$ cat config.mk
export PLATFORM = sky130hd
export DESIGN_NAME = gpio_ctrl
export DESIGN_NICKNAME = d
export VERILOG_FILES = /design/src/rtl/gpio_pkg.sv /design/src/rtl/gpio_sync.sv /design/src/rtl/gpio_ctrl.sv
export SDC_FILE = /design/constraint.sdc
export NUM_CORES = 1
export LEC_CHECK = 0
export CORE_MARGIN = 2
export CORE_UTILIZATION = 45
export DETAILED_ROUTE_END_ITERATION = 12
export PLACE_DENSITY = 0.87
export SYNTH_ARGS = -nofsm -noshare
export SYNTH_HDL_FRONTEND = slang
export SYNTH_SLANG_ARGS = --single-unit
$ cat constraint.sdc
create_clock -name i_clk -period 1.5 [get_ports i_clk]
set_input_delay 0.225 -clock i_clk [delete_from_list [all_inputs] [get_ports i_clk]]
set_output_delay 0.225 -clock i_clk [all_outputs]
set_load 0.01 [all_outputs]
$ cat src/rtl/gpio_pkg.sv
// Shared definitions for the GPIO controller: register map indices and
// bus-decode helpers used by the register file.
package gpio_pkg;

  localparam logic [3:0] GPIO_OUT     = 4'd0;
  localparam logic [3:0] GPIO_OUT_SET = 4'd1;
  localparam logic [3:0] GPIO_OUT_CLR = 4'd2;
  localparam logic [3:0] GPIO_OUT_TGL = 4'd3;
  localparam logic [3:0] GPIO_DIR     = 4'd4;
  localparam logic [3:0] GPIO_IN      = 4'd5;
  localparam logic [3:0] GPIO_IE_RISE = 4'd6;
  localparam logic [3:0] GPIO_IE_FALL = 4'd7;
  localparam logic [3:0] GPIO_PEND    = 4'd8;

  function automatic logic is_read(input logic sel, input logic en, input logic [3:0] wen);
    return sel & en & (wen == 4'b0000);
  endfunction

  function automatic logic is_write(input logic sel, input logic [3:0] wen);
    return sel & (wen != 4'b0000);
  endfunction

  // Expands the four byte enables into a 32-bit bit mask.
  function automatic logic [31:0] lane_mask(input logic [3:0] wen);
    return {{8{wen[3]}}, {8{wen[2]}}, {8{wen[1]}}, {8{wen[0]}}};
  endfunction

endpackage

$ cat src/rtl/gpio_sync.sv
// Input synchroniser chain plus one-cycle history register, producing the
// synchronised pin value and its rising/falling edge strobes.
module gpio_sync #(
  parameter int WIDTH       = 6,
  parameter int SYNC_STAGES = 2
) (
  input  logic             i_clk,
  input  logic             i_reset_n,
  input  logic [WIDTH-1:0] i_gpio,
  output logic [WIDTH-1:0] o_sync,
  output logic [WIDTH-1:0] o_rise,
  output logic [WIDTH-1:0] o_fall
);

  logic [WIDTH-1:0] r_stage [SYNC_STAGES];
  logic [WIDTH-1:0] r_prev;

  always_ff @(posedge i_clk or negedge i_reset_n) begin
    if (!i_reset_n) begin
      for (int i = 0; i < SYNC_STAGES; i++) r_stage[i] <= '0;
      r_prev <= '0;
    end else begin
      r_stage[0] <= i_gpio;
      for (int i = 1; i < SYNC_STAGES; i++) r_stage[i] <= r_stage[i-1];
      r_prev <= r_stage[SYNC_STAGES-1];
    end
  end

  assign o_sync = r_stage[SYNC_STAGES-1];
  assign o_rise = o_sync & ~r_prev;
  assign o_fall = ~o_sync & r_prev;

endmodule

$ cat src/rtl/gpio_ctrl.sv
// Memory-mapped GPIO controller: output/direction registers with atomic
// set/clear/toggle, synchronised inputs and edge-triggered interrupts.
module gpio_ctrl
  import gpio_pkg::*;
#(
  parameter int               WIDTH       = 6,
  parameter int               SYNC_STAGES = 2,
  parameter logic [WIDTH-1:0] RESET_DIR   = '1
) (
  input  logic             i_clk,
  input  logic             i_reset_n,
  input  logic             i_sel,
  input  logic             i_en,
  input  logic [3:0]       i_wen,
  input  logic [5:0]       i_addr,
  input  logic [31:0]      i_wdata,
  output logic [31:0]      o_rdata,
  input  logic [WIDTH-1:0] i_gpio,
  output logic [WIDTH-1:0] o_gpio,
  output logic [WIDTH-1:0] o_gpio_oe,
  output logic             o_irq
);

  logic             w_rd;
  logic             w_wr;
  logic [3:0]       w_idx;
  logic [31:0]      w_laneMask;
  logic [WIDTH-1:0] w_mask;
  logic [WIDTH-1:0] w_data;
  logic [WIDTH-1:0] w_sync;
  logic [WIDTH-1:0] w_rise;
  logic [WIDTH-1:0] w_fall;
  logic [WIDTH-1:0] w_pendSet;
  logic [WIDTH-1:0] w_pendClr;
  logic [31:0]      w_rdMux;
  logic             w_unused;

  logic [WIDTH-1:0] r_out;
  logic [WIDTH-1:0] r_dir;
  logic [WIDTH-1:0] r_ieRise;
  logic [WIDTH-1:0] r_ieFall;
  logic [WIDTH-1:0] r_pend;
  logic [31:0]      r_rdata;

  gpio_sync #(
    .WIDTH      (WIDTH),
    .SYNC_STAGES(SYNC_STAGES)
  ) u_sync (
    .i_clk    (i_clk),
    .i_reset_n(i_reset_n),
    .i_gpio   (i_gpio),
    .o_sync   (w_sync),
    .o_rise   (w_rise),
    .o_fall   (w_fall)
  );

  assign w_rd       = is_read(i_sel, i_en, i_wen);
  assign w_wr       = is_write(i_sel, i_wen);
  assign w_idx      = i_addr[5:2];
  assign w_laneMask = lane_mask(i_wen);
  assign w_mask     = w_laneMask[WIDTH-1:0];
  assign w_data     = i_wdata[WIDTH-1:0] & w_mask;
  assign w_unused   = ^{i_addr[1:0], i_wdata, w_laneMask};

  // A new edge in the same cycle as a write-1-clear keeps the bit set.
  assign w_pendSet = (w_rise & r_ieRise) | (w_fall & r_ieFall);
  assign w_pendClr = (w_wr && (w_idx == GPIO_PEND)) ? w_data : '0;

  always_ff @(posedge i_clk or negedge i_reset_n) begin
    if (!i_reset_n) begin
      r_out    <= '0;
      r_dir    <= RESET_DIR;
      r_ieRise <= '0;
      r_ieFall <= '0;
      r_pend   <= '0;
    end else begin
      if (w_wr) begin
        case (w_idx)
          GPIO_OUT:     r_out    <= (r_out & ~w_mask) | w_data;
          GPIO_OUT_SET: r_out    <= r_out | w_data;
          GPIO_OUT_CLR: r_out    <= r_out & ~w_data;
          GPIO_OUT_TGL: r_out    <= r_out ^ w_data;
          GPIO_DIR:     r_dir    <= (r_dir & ~w_mask) | w_data;
          GPIO_IE_RISE: r_ieRise <= (r_ieRise & ~w_mask) | w_data;
          GPIO_IE_FALL: r_ieFall <= (r_ieFall & ~w_mask) | w_data;
          default:      ;
        endcase
      end
      r_pend <= (r_pend & ~w_pendClr) | w_pendSet;
    end
  end

  always_comb begin
    w_rdMux = '0;
    case (w_idx)
      GPIO_OUT:     w_rdMux[WIDTH-1:0] = r_out;
      GPIO_DIR:     w_rdMux[WIDTH-1:0] = r_dir;
      GPIO_IN:      w_rdMux[WIDTH-1:0] = w_sync;
      GPIO_IE_RISE: w_rdMux[WIDTH-1:0] = r_ieRise;
      GPIO_IE_FALL: w_rdMux[WIDTH-1:0] = r_ieFall;
      GPIO_PEND:    w_rdMux[WIDTH-1:0] = r_pend;
      default:      ;
    endcase
  end

  // Read data is held between reads so the CPU-side mux sees a stable value.
  always_ff @(posedge i_clk or negedge i_reset_n) begin
    if (!i_reset_n) r_rdata <= '0;
    else if (w_rd)  r_rdata <= w_rdMux;
  end

  assign o_rdata   = r_rdata;
  assign o_gpio    = r_out;
  assign o_gpio_oe = r_dir;
  assign o_irq     = |r_pend;

endmodule

Yosys cells after proc, flatten, opt, wreduce, memory -nomap -nowiden

Index checks and enable logic that the tools add are counted.

Multiplexer cells: 3
Eq/ne operators: 8
Bitwise gates (word level): 27
Reductions and logical operators: 10

Operators by type and width:

| kind               | number |
|---|---|
| $and 6x6->6        | 11 |
| $or 6x6->6         | 7 |
| $pmux 6 s6         | 1 |
| $not 6->6          | 5 |
| $pmux 6 s4         | 1 |
| $eq 4x3->1 const B | 4 |
| $eq 4x2->1 const B | 2 |
| $logic_not 4->1    | 2 |
| $reduce_and 2->1   | 4 |
| $reduce_bool 4->1  | 2 |
| $mux 6             | 1 |
| $reduce_or 6->1    | 1 |
| $xor 6x6->6        | 1 |
| $eq 4x1->1 const B | 1 |
| $eq 4x4->1 const B | 1 |
| $and 1x1->1        | 3 |
| $logic_and 1x1->1  | 1 |

Register bits: 54

Logic depth before layout (Yosys ltp)

Word-level depth: 7
Depth in mapped cells: 7
Depth with buffers taken out: 6

Hierarchy

A second synthesis with hierarchy kept.

Cell total of the unflattened synthesis: 253
Area total of the unflattened synthesis: 2,875.3 sq um

By module, submodules not included:

| module    | cells each | instances | area each (sq um) |
|---|---|---|---|
| gpio_ctrl | 217        | 1         | 2,274.7 |
| gpio_sync | 36         | 1         | 600.6 |

Least setup slack after synthesis

Ideal clock, no wire load.

Path type: in2reg
Start: input i_addr[5]
End: register with a tool-made name
Arrival: 1,356 ps
Stages: 6
Slack: 19 ps
Buffers on the path: 2
Path through: buf_6 > nor2b_4 > buf_6 > nand3_4 > nor3b_2 > mux2_2

RTL lines:

| what               | line            | RTL |
|---|---|---|
| start: declaration | gpio_ctrl.sv:15 | `input logic [5:0] i_addr,` |

Final worst setup path

Start: register r_pend[1]
End: output o_irq

Cells in the longest elaborated chain, start to end: 1

RTL lines:

| what                     | line             | RTL |
|---|---|---|
| start: declaration       | gpio_ctrl.sv:42  | `logic [WIDTH-1:0] r_pend;` |
| start signal: assignment | gpio_ctrl.sv:89  | `r_pend <= (r_pend & ~w_pendClr) \| w_pendSet;` |
| $reduce_or 6->1          | gpio_ctrl.sv:115 | `assign o_irq = \|r_pend;` |
| end: declaration         | gpio_ctrl.sv:21  | `output logic o_irq` |

Every way passes these cells.

==> out/qor.yml <==
critical_path:
  cp.required_ps: 1270
  cp-end-kind: "output pin"
  critical_path_class: "register to output pin"
  worstPathArrival_ps: 1280
  start_kind: "register"
  critPathMaxFanout: 2
drt:
  dr.pass1.iters: 4
  wl_per_cell_um: 17.1
  vias: 2115
  drt_iter0_drc: 138
  wirelength_um: 6650
  antenna_left: 0
  drc: 0
  viasPerCell: 5.44
finish:
  fill_cells: 469
  seq_area_um2: 1360
  multi_input_area_um2: 1300
  fin_nets: 371
  syn_to_final_growth_pct: 30.7
  fin_util_pct: 61.1
  diodes: 0
  drive_gt1_share_pct: 31.8
clock_network:
  clk_path_buf_depth: 2
  cts_max_level: 2
  clock-sinks: 54
  cts_tree: "built"
  clk_pin_slew_ps: 100
  clk_latency_ps: 320
  cts-root-buf: "clkbuf_8"
  cts_buffers: 5
synthesis:
  synth_seq_cells: 54
  synth_mux_area_share_pct: 11.4
  synthAdderAreaFrac_pct: 2.71
  syn_area_per_cell_um2: 11.8
  yosys-top-cells-count: "dfrtp_1 (48), nand2_1 (31), buf_4 (26)"
  synth.largest_area_cell: "dfrtp_1"
  synth_warnings: 0
  ys.flop_type: "dfrtp_1"
  synth_most_common_cell: "dfrtp_1"
  synth_edf_count: 0
  synth.yosys.seq_area_share_pct: 49.1
  synth_area_um2: 2770
  synth_top_area_share_pct: 43.4
  synthDistinctLibCells: 38
  syn-instance-count: 234
  synth-compound-area-share_pct: 12.1
  yosys.area_share.simple_pct: 15.0
  synth_area_leaders: "dfrtp_1 (43%), mux2_2 (7.3%), buf_4 (7.0%), dfstp_2 (5.7%), nand2_1 (4.2%)"
  async_flop_share_pct: 100
  synth_xor_area_share_pct: 0
  synth_top_family_by_area: "simple AND/OR/NAND/NOR gates"
hold_path:
  hold_path_class: "primary input to register"
floorplan:
  initial_core_util_pct: 46.8
  fp-row-count: 28
  fp.dieW_um: 82.4
  core-area_um2: 5920
  dieHeight_um: 82.4
  io_pins: 97
  die_area_um2: 6800
status:
  violations: "setup timing"
  outcome: "finished with violations"
timing:
  fin_crit_ps: 1500
  fmax_ghz: 0.665
  post-route-period-util_pct: 100
  rsz0062_at_grt: "true"
  final_max_slew_viol_count: 0
  fin_tns_setup_ps: -3.68
  whs_ps: 339
  worst_slack_ps: -3.68
  hold_viol_final: 0
  setup_viol: 1
  fin_skew_ps: 10.9
placement:
  place_hpwl_um: 4930
  place_congestion: 0.920
  port_buffers: 42
power_and_ir_drop:
  power_leakage_nw: 1.65
  pwr_density_cell_nw_per_um2: 1060
  ir_drop_mv: 0.607
grt:
  grt-ovfl-total: 0
  grt_pass1_wl_um: 11000
  antenna_found_initial: 0
  grt_use_total_pct: 21.7
  grt_max_degree: 55
  first_global_vias: 2216
job:
  cap_violations: 0
metal layers:
layer | part of all wire [%] | vias up | global-route usage [%]
met1 | 40 | 1022 | 27.2
li1 | - | 969 | -
met3 | 7.3 | 17 | 4.24
met5 | 0 | - | 0
met2 | 50 | 107 | 36.2
met4 | 2.8 | 0 | 9.50
timing repair:
| item | CTS | global route |
|---|---|---|
| resized for setup | 24 | 13 |
| endpoints found under the setup margin | 49 | 19 |
| pin swaps | 3 | 5 |
| setup buffers | 6 | 2 |
| hold buffers | 1 | 0 |
| hold endpoints to repair | 48 | 0 |
worst max-delay path, cell delays in order, from the launching register on:
cell,delay [ps]
dfrtp_1,440
nor4_2,280
nand2_1,90
buf_2,150
kinds of logic (layout without fill, tap and decap cells):
group / after synthesis / count (layout)
other: 1 / 26
multiplexers: 25 / 25
AND/OR/NAND/NOR: 69 / 69
AO/OA/AOI/OAI: 42 / 42
adder cells (fa/ha/maj): 6 / 6
flip-flops: 54 / 54
buffers and inverters: 37 / 92
stage by stage:
stage / area (um^2) / power [mW] / worst slack (ps) / std cells
floorplan: 2860 / 2.33 / 18.8 / 259
global placement: 3370 / 2.71 / -516 / 372
detailed placement: 3370 / 2.76 / -563 / 372
CTS: 3570 / 3.84 / -70.5 / 387
global route: 3620 / 4.02 / -88.6 / 389
finish: 3620 / 3.83 / -3.68 / 389
cell usage in the layout (no fill, tap or decap), types with 2 or more instances in the layout:
master,instances
buf_2,2
o211ai_1,8
ha_1,5
nand2_1,30
or3_4,2
mux2_4,6
conb_1,26
o221ai_1,4
nor3b_2,2
clkdlybuf4s50_1,25
o21ai_1,2
dlygate4sd2_1,10
and2_1,2
mux2_2,18
buf_4,38
a32o_1,3
dfstp_2,6
nand4_1,6
nand3b_1,6
buf_6,2
nor2_1,5
dfrtp_1,48
a32oi_1,4
o21ai_0,4
a221oi_1,3
nor2b_1,4
dlymetal6s2s_1,4
clkbuf_8,6
a22o_1,11
power by group:
| part | switching [mW] | internal [mW] | leakage, nW |
|---|---|---|---|
| combinational | 0.420 | 0.539 | 0.949 |
| clock | 0.490 | 0.549 | 0.0618 |
| sequential | 0.162 | 1.67 | 0.637 |
cell type report:
type,instances,area share [%]
clock buffer,6,2.28
clock inverter,2,1.07
multi-input combinational,168,35.9
sequential,54,37.5
tap,75,2.59
timing repair buffer,84,20.6
final timing paths:
check	slack, ps	to	start	cells after the start
worst max-delay path	-4	o_irq	r_pend[1]	3
worst min-delay path	340	u_sync.r_stage[7]	i_gpio[1]	1
worst max register to register	120	o_gpio[4]	o_gpio[4]	6
worst min register to register	360	u_sync.o_sync[0]	u_sync.r_stage[6]	0
max in group asynchronous	780	asynchronous set/reset pin	i_reset_n	3
min in group asynchronous	420	o_gpio[0]	i_reset_n	3
No activity file was read; power rests on OpenSTA's default activity.
